File: src/rtl/mips_main_controller.sv
// Multi-cycle main control FSM for the non-pipelined MIPS core: sequences the shared
// datapath per opcode, and tracks retired instructions and illegal opcodes.
module mips_main_controller #(
  parameter int CNT_WIDTH = 32
) (
  input  logic                 clk,
  input  logic                 rst_n,
  input  logic [5:0]           op,
  input  logic                 zero,
  input  logic                 mem_ready,
  output logic                 iord,
  output logic                 mem_write,
  output logic                 ir_write,
  output logic                 reg_dst,
  output logic                 mem_to_reg,
  output logic                 reg_write,
  output logic                 alu_src_a,
  output logic [1:0]           alu_src_b,
  output logic [1:0]           alu_op,
  output logic [1:0]           pc_src,
  output logic                 branch,
  output logic                 pc_write,
  output logic                 pc_en,
  output logic [3:0]           state,
  output logic                 instr_retired,
  output logic [CNT_WIDTH-1:0] retired_count,
  output logic                 illegal_op
);

  typedef enum logic [3:0] {
    S_FETCH         = 4'd0,
    S_DECODE        = 4'd1,
    S_MEMADDR       = 4'd2,
    S_MEMREAD       = 4'd3,
    S_MEMWRITEBACK  = 4'd4,
    S_MEMWRITE      = 4'd5,
    S_EXECUTE       = 4'd6,
    S_ALUWRITEBACK  = 4'd7,
    S_BRANCH        = 4'd8,
    S_ADDIEXECUTE   = 4'd9,
    S_ADDIWRITEBACK = 4'd10,
    S_JUMP          = 4'd11
  } mips_state_e;

  typedef enum logic [5:0] {
    MIPS_RTYPE_OP = 6'h00,
    MIPS_J_OP     = 6'h02,
    MIPS_BEQ_OP   = 6'h04,
    MIPS_BNE_OP   = 6'h05,
    MIPS_ADDI_OP  = 6'h08,
    MIPS_LW_OP    = 6'h23,
    MIPS_SW_OP    = 6'h2B
  } mips_op_e;

  mips_state_e          state_r;
  logic [CNT_WIDTH-1:0] retired_count_r;
  logic                 illegal_r;

  function automatic logic op_legal(input logic [5:0] opcode);
    case (opcode)
      MIPS_RTYPE_OP, MIPS_J_OP, MIPS_BEQ_OP, MIPS_BNE_OP,
      MIPS_ADDI_OP, MIPS_LW_OP, MIPS_SW_OP: op_legal = 1'b1;
      default:                              op_legal = 1'b0;
    endcase
  endfunction

  // State sequencing, retired-instruction counter and sticky illegal-opcode flag
  always_ff @(posedge clk or negedge rst_n) begin
    if (!rst_n) begin
      state_r         <= S_FETCH;
      retired_count_r <= '0;
      illegal_r       <= 1'b0;
    end else begin
      if (instr_retired) begin
        retired_count_r <= retired_count_r + CNT_WIDTH'(1);
      end
      if (state_r == S_DECODE && !op_legal(op)) begin
        illegal_r <= 1'b1;
      end
      case (state_r)
        S_FETCH:         if (mem_ready) state_r <= S_DECODE;
        S_DECODE: begin
          case (op)
            MIPS_LW_OP, MIPS_SW_OP:   state_r <= S_MEMADDR;
            MIPS_RTYPE_OP:            state_r <= S_EXECUTE;
            MIPS_BEQ_OP, MIPS_BNE_OP: state_r <= S_BRANCH;
            MIPS_ADDI_OP:             state_r <= S_ADDIEXECUTE;
            MIPS_J_OP:                state_r <= S_JUMP;
            default:                  state_r <= S_FETCH;
          endcase
        end
        S_MEMADDR:       state_r <= (op == MIPS_SW_OP) ? S_MEMWRITE : S_MEMREAD;
        S_MEMREAD:       if (mem_ready) state_r <= S_MEMWRITEBACK;
        S_MEMWRITEBACK:  state_r <= S_FETCH;
        S_MEMWRITE:      if (mem_ready) state_r <= S_FETCH;
        S_EXECUTE:       state_r <= S_ALUWRITEBACK;
        S_ALUWRITEBACK:  state_r <= S_FETCH;
        S_BRANCH:        state_r <= S_FETCH;
        S_ADDIEXECUTE:   state_r <= S_ADDIWRITEBACK;
        S_ADDIWRITEBACK: state_r <= S_FETCH;
        S_JUMP:          state_r <= S_FETCH;
        default:         state_r <= S_FETCH;
      endcase
    end
  end

  // Moore control decode; FETCH gates its loads on mem_ready, MEMWRITE retires on it
  always_comb begin
    iord          = 1'b0;
    mem_write     = 1'b0;
    ir_write      = 1'b0;
    reg_dst       = 1'b0;
    mem_to_reg    = 1'b0;
    reg_write     = 1'b0;
    alu_src_a     = 1'b0;
    alu_src_b     = 2'b00;
    alu_op        = 2'b00;
    pc_src        = 2'b00;
    branch        = 1'b0;
    pc_write      = 1'b0;
    instr_retired = 1'b0;
    case (state_r)
      S_FETCH: begin
        alu_src_b = 2'b01;
        ir_write  = mem_ready;
        pc_write  = mem_ready;
      end
      S_DECODE: begin
        alu_src_b     = 2'b11;
        instr_retired = !op_legal(op);
      end
      S_MEMADDR: begin
        alu_src_a = 1'b1;
        alu_src_b = 2'b10;
      end
      S_MEMREAD: begin
        iord = 1'b1;
      end
      S_MEMWRITEBACK: begin
        mem_to_reg    = 1'b1;
        reg_write     = 1'b1;
        instr_retired = 1'b1;
      end
      S_MEMWRITE: begin
        iord          = 1'b1;
        mem_write     = 1'b1;
        instr_retired = mem_ready;
      end
      S_EXECUTE: begin
        alu_src_a = 1'b1;
        alu_op    = 2'b10;
      end
      S_ALUWRITEBACK: begin
        reg_dst       = 1'b1;
        reg_write     = 1'b1;
        instr_retired = 1'b1;
      end
      S_BRANCH: begin
        alu_src_a     = 1'b1;
        alu_op        = 2'b01;
        pc_src        = 2'b01;
        branch        = 1'b1;
        instr_retired = 1'b1;
      end
      S_ADDIEXECUTE: begin
        alu_src_a = 1'b1;
        alu_src_b = 2'b10;
      end
      S_ADDIWRITEBACK: begin
        reg_write     = 1'b1;
        instr_retired = 1'b1;
      end
      S_JUMP: begin
        pc_src        = 2'b10;
        pc_write      = 1'b1;
        instr_retired = 1'b1;
      end
      default: begin
        instr_retired = 1'b0;
      end
    endcase
  end

  // BNE inverts the sense of the zero flag
  assign pc_en         = pc_write | (branch & (zero ^ (op == MIPS_BNE_OP)));
  assign state         = state_r;
  assign retired_count = retired_count_r;
  assign illegal_op    = illegal_r;

endmodule

File: config.mk
export PLATFORM = sky130hd
export DESIGN_NAME = mips_main_controller
export DESIGN_NICKNAME = d
export VERILOG_FILES = /design/src/rtl/mips_main_controller.sv
export SDC_FILE = /design/constraint.sdc
export NUM_CORES = 1
export LEC_CHECK = 0
export ABC_AREA = 1
export BUFFER_PORTS_ARGS = -buffer_cell sky130_fd_sc_hd__buf_4
export CAP_MARGIN = 0
export CORE_ASPECT_RATIO = 2
export CORE_MARGIN = 5
export CORE_UTILIZATION = 49
export CTS_CLUSTER_SIZE = 20
export DETAILED_ROUTE_END_ITERATION = 16
export PLACE_DENSITY = 0.76
export SYNTH_ARGS = -nofsm -noshare
export SYNTH_HDL_FRONTEND = slang
export SYNTH_SLANG_ARGS = --single-unit
export TNS_END_PERCENT = 50
File: constraint.sdc
create_clock -name clk -period 1.4 [get_ports clk]
set_input_delay 0 -clock clk [delete_from_list [all_inputs] [get_ports clk]]
set_output_delay 0 -clock clk [all_outputs]
set_load 0.005 [all_outputs]
Word-level counts from Yosys, hierarchy flattened
Cells that the tools add are included.
{ "totals": {"wordCells": 62, "regBits": 37, "input_bits": 10, "output_inout_bits": 54} }
{ "classes": {"eq_ne": 20, "bitwise_logic": 3, "n_reduce_logical": 14, "n_mux": 21, "n_addsub": 1} }
{ "op_table": {"columns": ["cell", "count"], "rows": [
  ["adder 32 x 1 -> 32 bit, second input constant", 1],
  ["case mux 4 bit (7 select lines)", 1],
  ["case mux 4 bit (5 select lines)", 1],
  ["== test 4 x 3 -> 1 bit, second input constant", 4],
  ["== test 4 bit, second input constant", 4],
  ["== test 6 x 3 -> 1 bit, second input constant", 2],
  ["== test 6 bit, second input constant", 2],
  ["two-way mux 4 bit", 3],
  ["two-way mux 1 bit", 10],
  ["== test 4 x 2 -> 1 bit, second input constant", 2],
  ["case mux 2 bit (2 select lines)", 2],
  ["OR reduction 2 bit", 4],
  ["OR reduction 7 bit", 1],
  ["== test 6 x 2 -> 1 bit, second input constant", 1],
  ["== test 6 x 4 -> 1 bit, second input constant", 1],
  ["logical NOT 6 bit", 1],
  ["!= test 2 bit, second input constant", 3],
  ["case mux 2 bit (3 select lines)", 1],
  ["OR reduction 5 bit", 1],
  ["== test 4 x 1 -> 1 bit, second input constant", 1],
  ["logical NOT 4 bit", 1],
  ["OR reduction 4 bit", 1],
  ["two-way mux 3 bit", 1],
  ["case mux 1 bit (3 select lines)", 1],
  ["other kinds (8)", 9]
]} }

Logic depth before layout (Yosys ltp)
{ "logic_depth": {"depth_word": 6, "depth_mapped": 10, "mapped_depth_nobuf": 10} }

Worst setup path after synthesis
Ideal clock, no wire load.
{ "synth_path": {"kind": "reg2reg", "start": "register retired_count_r[0] (netlist: retired_count[0])", "end": "register retired_count_r[16] (netlist: retired_count[16])", "slack_ns": -0.143, "arrival_ns": 1.426, "stages_incl_launch_ff": 11, "period_less_slack_ns": 1.543, "cell_sequence": "dfrtp_1 > ha_1 > inv_1 > nor2_4 > nand2_2 > nor2_2 > nand2_1 > nand2_1 > nand2_1 > nand2_1 > nand2_1"} }
{ "synth_via": {"elab_chain_len": 1} }
{ "synth_rtl": {"columns": ["element", "line_no", "rtl"], "rows": [
  ["start: declaration", "56", "logic [CNT_WIDTH-1:0] retired_count_r;"],
  ["start signal: assignment", "75", "retired_count_r <= retired_count_r + CNT_WIDTH'(1);"],
  ["adder 32 x 1 -> 32 bit", "75", null]
]} }
Every way passes these cells.
A chain may end at the register's enable or synchronous reset.

Worst setup path in the final report
{ "layout_path": {"start": "register state_r[3] (netlist: state[3])", "end": "output instr_retired"} }
{ "layout_via": {"elab_chain_len": 3, "elab_cells_between_ends": 9, "classes_between": "eq/ne: 7; mux: 1; reduce/logical: 1"} }
{ "layout_rtl": {"columns": ["element", "line_no", "rtl"], "rows": [
  ["start: declaration", "55", "mips_state_e state_r;"],
  ["start signal: assignment", "92", "S_MEMADDR: state_r <= (op == MIPS_SW_OP) ? S_MEMWRITE : S_MEMREAD;"],
  ["== test 4 bit or == test 4 x 3 -> 1 bit (tied branches)", "122", "case (state_r)"],
  ["OR reduction 5 bit (no source line)", null, null],
  ["case mux 1 bit (3 select lines) *", "122", null],
  ["end: declaration", "25", "output logic instr_retired,"]
]} }
Every way passes the cells marked *; elsewhere a longest branch is shown, timed or not.

==> impl_results.md <==
* Status: complete, but fails checks
* Violated checks: setup timing
* Setup-failing EPs final at 46
* Total grt overflow at 0
* Mean area per synthesized cell at 6.12 um^2
* Tmin final at between 1.5 and 2 ns
* Max frequency at ~600 MHz
* Netlist cell types at 26
* Footprint of the multi-input gates at 1750 um^2
* CP Launch Type: flop
* FF-to-FF path depth at 11
* CTS sink count at 37
* Placed cell count at 644
* Final HPWL DP at around 7300 um
* Critical path arrival at 1.68 ns
* Critical R2R Launch: state[3]$_DFFE_PN0P_
* PwrDens at 1350 nW/um^2
* Sequential fraction of the synthesis area at ~33%
* DR vias at 3554
* Buffers added on ports at 63
* Number of DRC markers in iteration 0 at 321
* Slowest stage delay, CP at 0.44 ns
* Most common cell after layout, fill and taps aside: nand2_1
* Sequential share of power at 23.0%
* Leakage at 2.33 nW
* IO Pins at 64
* Total CTS buffers at 5
* Clock Skew at 0.00286 ns
* Skew-Pair Late Insertion Delay at 0.28 ns
* Number of warnings issued by yosys at 0
* Die Ht at approximately 120 um
* Total track usage at between 20% and 30%
* Final max-slew violation count at 0
* Clk pwr share at 19.3%
* Net Switching at approximately 2.4 mW
* Syn Std Cell Area at 2830 um^2
* Slew of the pin with the lowest slew margin at 0.499 ns
* Switch share at slightly above 40%
* TritonCTS clock tree: yes
* Largest net degree at the start of global routing at 38
* Rel. slew slack at 66.7%
* Ant diodes at 0
* Dpl cell area at 3850 um^2
* Final nets at 618
* Maximum vdd ir drop at 0.00150 V
* Placer Congestion at slightly above 0.9
* Clock root buffer: clkbuf_16
* Vias/cell at 5.32
* Finished Core Util at approximately three quarters
* Design Area, Final at 4310 um^2
* Register area at 930 um^2
* Hold Path Depth at 4
* Cell-internal power at between 3 and 4 mW
* Antenna violations before repair at 0
* Num rows at 39
* Layout overhead on the synthesized area at 52.3%
* Crit-path max FO at 3
* Finished Layout Cells at 668
* Worst hold path class: in -> reg
* Max-cap violations at 0
* Share of post-route cells with drive strength above 1 at 33.3%
* WL per Instance at 15.5 um
* Final Power at 5.83 mW
* Die Span X at 63.8 um
* Logic gate share of total power at 57.7%
* Vias in the first global route at 3575
* DRC viols at 0
* Router iterations before antenna repair at 4
* Critical Path RT at 1.40 ns
* Commonest cells after routing, fill and taps aside: nand2_1 (183), buf_4 (130), nor2_1 (60)
* Hold WS at around 0.084 ns
* Kind of critical path: reg -> out
* Die area at between 7000 and 8000 um^2
* WL final at 10300 um
* Unrepaired setup endpoints after global routing: true
* Clock tree buffer depth at 2
* Final WS setup at -0.280 ns
* Worst-path clk slew at 0.05 ns
* CTS H-tree depth at 2
* Initial core utilization at 50.0%
* Crit end category: output port
* CORE AREA at 5660 um^2
* Post-route ant nets at 0
* # fillers at 416
* Worst path cell trace: inv_2 -> buf_6 -> nor2_4 -> nand2_2 -> nand3_2 -> nor2_4 -> o21ai_4 -> buf_12 -> buf_6
* Flops & latches, synth at 37
* Min-delay src: mem_ready
* Crit share post-route at 120%
* Mapped Cells at between 400 and 500
* Count of final hold-check violations at 0
* Global-route wire length before repair at 16600 um
* CP startpoint: state[3]$_DFFE_PN0P_
* Syn Nets at 474
* Max stage delay cell, worst path: dfrtp_1
kinds of logic (layout without fill, tap and decap cells):
logic type | after synthesis | after routing | share of synthesized area [%]
AO/OA/AOI/OAI | 9 | 9 | 2.30
XOR/XNOR | 14 | 14 | 4.33
adder cells (fa/ha/maj) | 1 | 1 | 0.442
buffers and inverters | 63 | 207 | 10.3
flip-flops | 37 | 37 | 32.7
AND/OR/NAND/NOR | 339 | 339 | 49.9
power groups by stage:
stage / sequential [mW] / clock, mW / combinational [mW]
floorplan: 1.33 / 0 / 1.48
global placement: 1.31 / 0 / 2.53
detailed placement: 1.32 / 0 / 2.58
CTS: 1.32 / 1.12 / 3.28
global route: 1.35 / 1.17 / 3.57
finish: 1.34 / 1.12 / 3.37
worst max-delay path: cells and delay by family (launching register included):
kind,cells,cell delay [ns]
flops,1,0.44
simple gates,4,0.40
buf+inv,4,0.45
compound gates,1,0.10
through the flow:
stage	TNS, ns	worst slack, ns
3_3_place_gp	-3.48	-0.120
5_1_grt	-10.21	-0.292
3_5_place_dp	-4.63	-0.156
4_1_cts	-5.89	-0.196
6_report	-8.45	-0.280
2_1_floorplan	0	0.0155
layout make-up:
class                   instances  share of cell area (%)
repair buffers                147                    28.1
well taps                      61                    1.77
flip-flops and latches         37                    21.6
inverters                      53                    4.67
clock buffers                   7                    3.31
multi-input cells             363                    40.6
metal layers:
| layer | track usage [%] | share of wire (%) | wire [um] | up-vias |
|---|---|---|---|---|
| li1 | - | - | - | 1703 |
| met1 | 25.2 | 31 | 3240 | 1648 |
| met2 | 50.1 | 55 | 5680 | 147 |
| met3 | 6.30 | 5.7 | 594 | 56 |
| met4 | 22.2 | 7.9 | 820 | 0 |
| met5 | 0 | 0 | 0 | - |
Yosys cell counts (all sizes together):
cell,n,area share (%)
nand3b,1,0.27
nor2,75,11
nand3,57,10
nor3,1,0.18
o211ai,2,0.53
xor2,11,3.4
o21bai,1,0.27
nand2,201,27
nand4,4,0.88
o21ai,4,1.1
inv,53,7.0
ha,1,0.44
dfrtp,37,33
buf,10,3.3
o22ai,1,0.22
xnor2,3,0.93
a21oi,1,0.18
flip-flops by register name, indices dropped and copies added, names as in the netlist:
register,count
illegal_op,1
retired_count,32
state,4
worst paths after layout:
kind	slack [ns]	endpoint
setup / recovery	-0.28	instr_retired
hold / removal	0.08	state[2]$_DFFE_PN0P_
setup reg to reg	-0.24	retired_count[12]$_DFFE_PN0P_
hold reg to reg	0.47	illegal_op$_DFFE_PN0P_
max in group asynchronous	0.80	retired_count[0]$_DFFE_PN0P_
min in group asynchronous	0.23	illegal_op$_DFFE_PN0P_
repair_timing:
| action | 4_1_cts | 5_1_grt |
|---|---|---|
| pin swaps | 11 | 3 |
| hold buffers | 2 | 0 |
| setup buffers | 11 | 1 |
| gates cloned | 3 | 1 |
| hold endpoints to repair | 38 | 0 |
| gates resized for setup | 39 | 15 |
| endpoints found under the setup margin | 47 | 51 |
No activity file was read; power rests on OpenSTA's default activity.
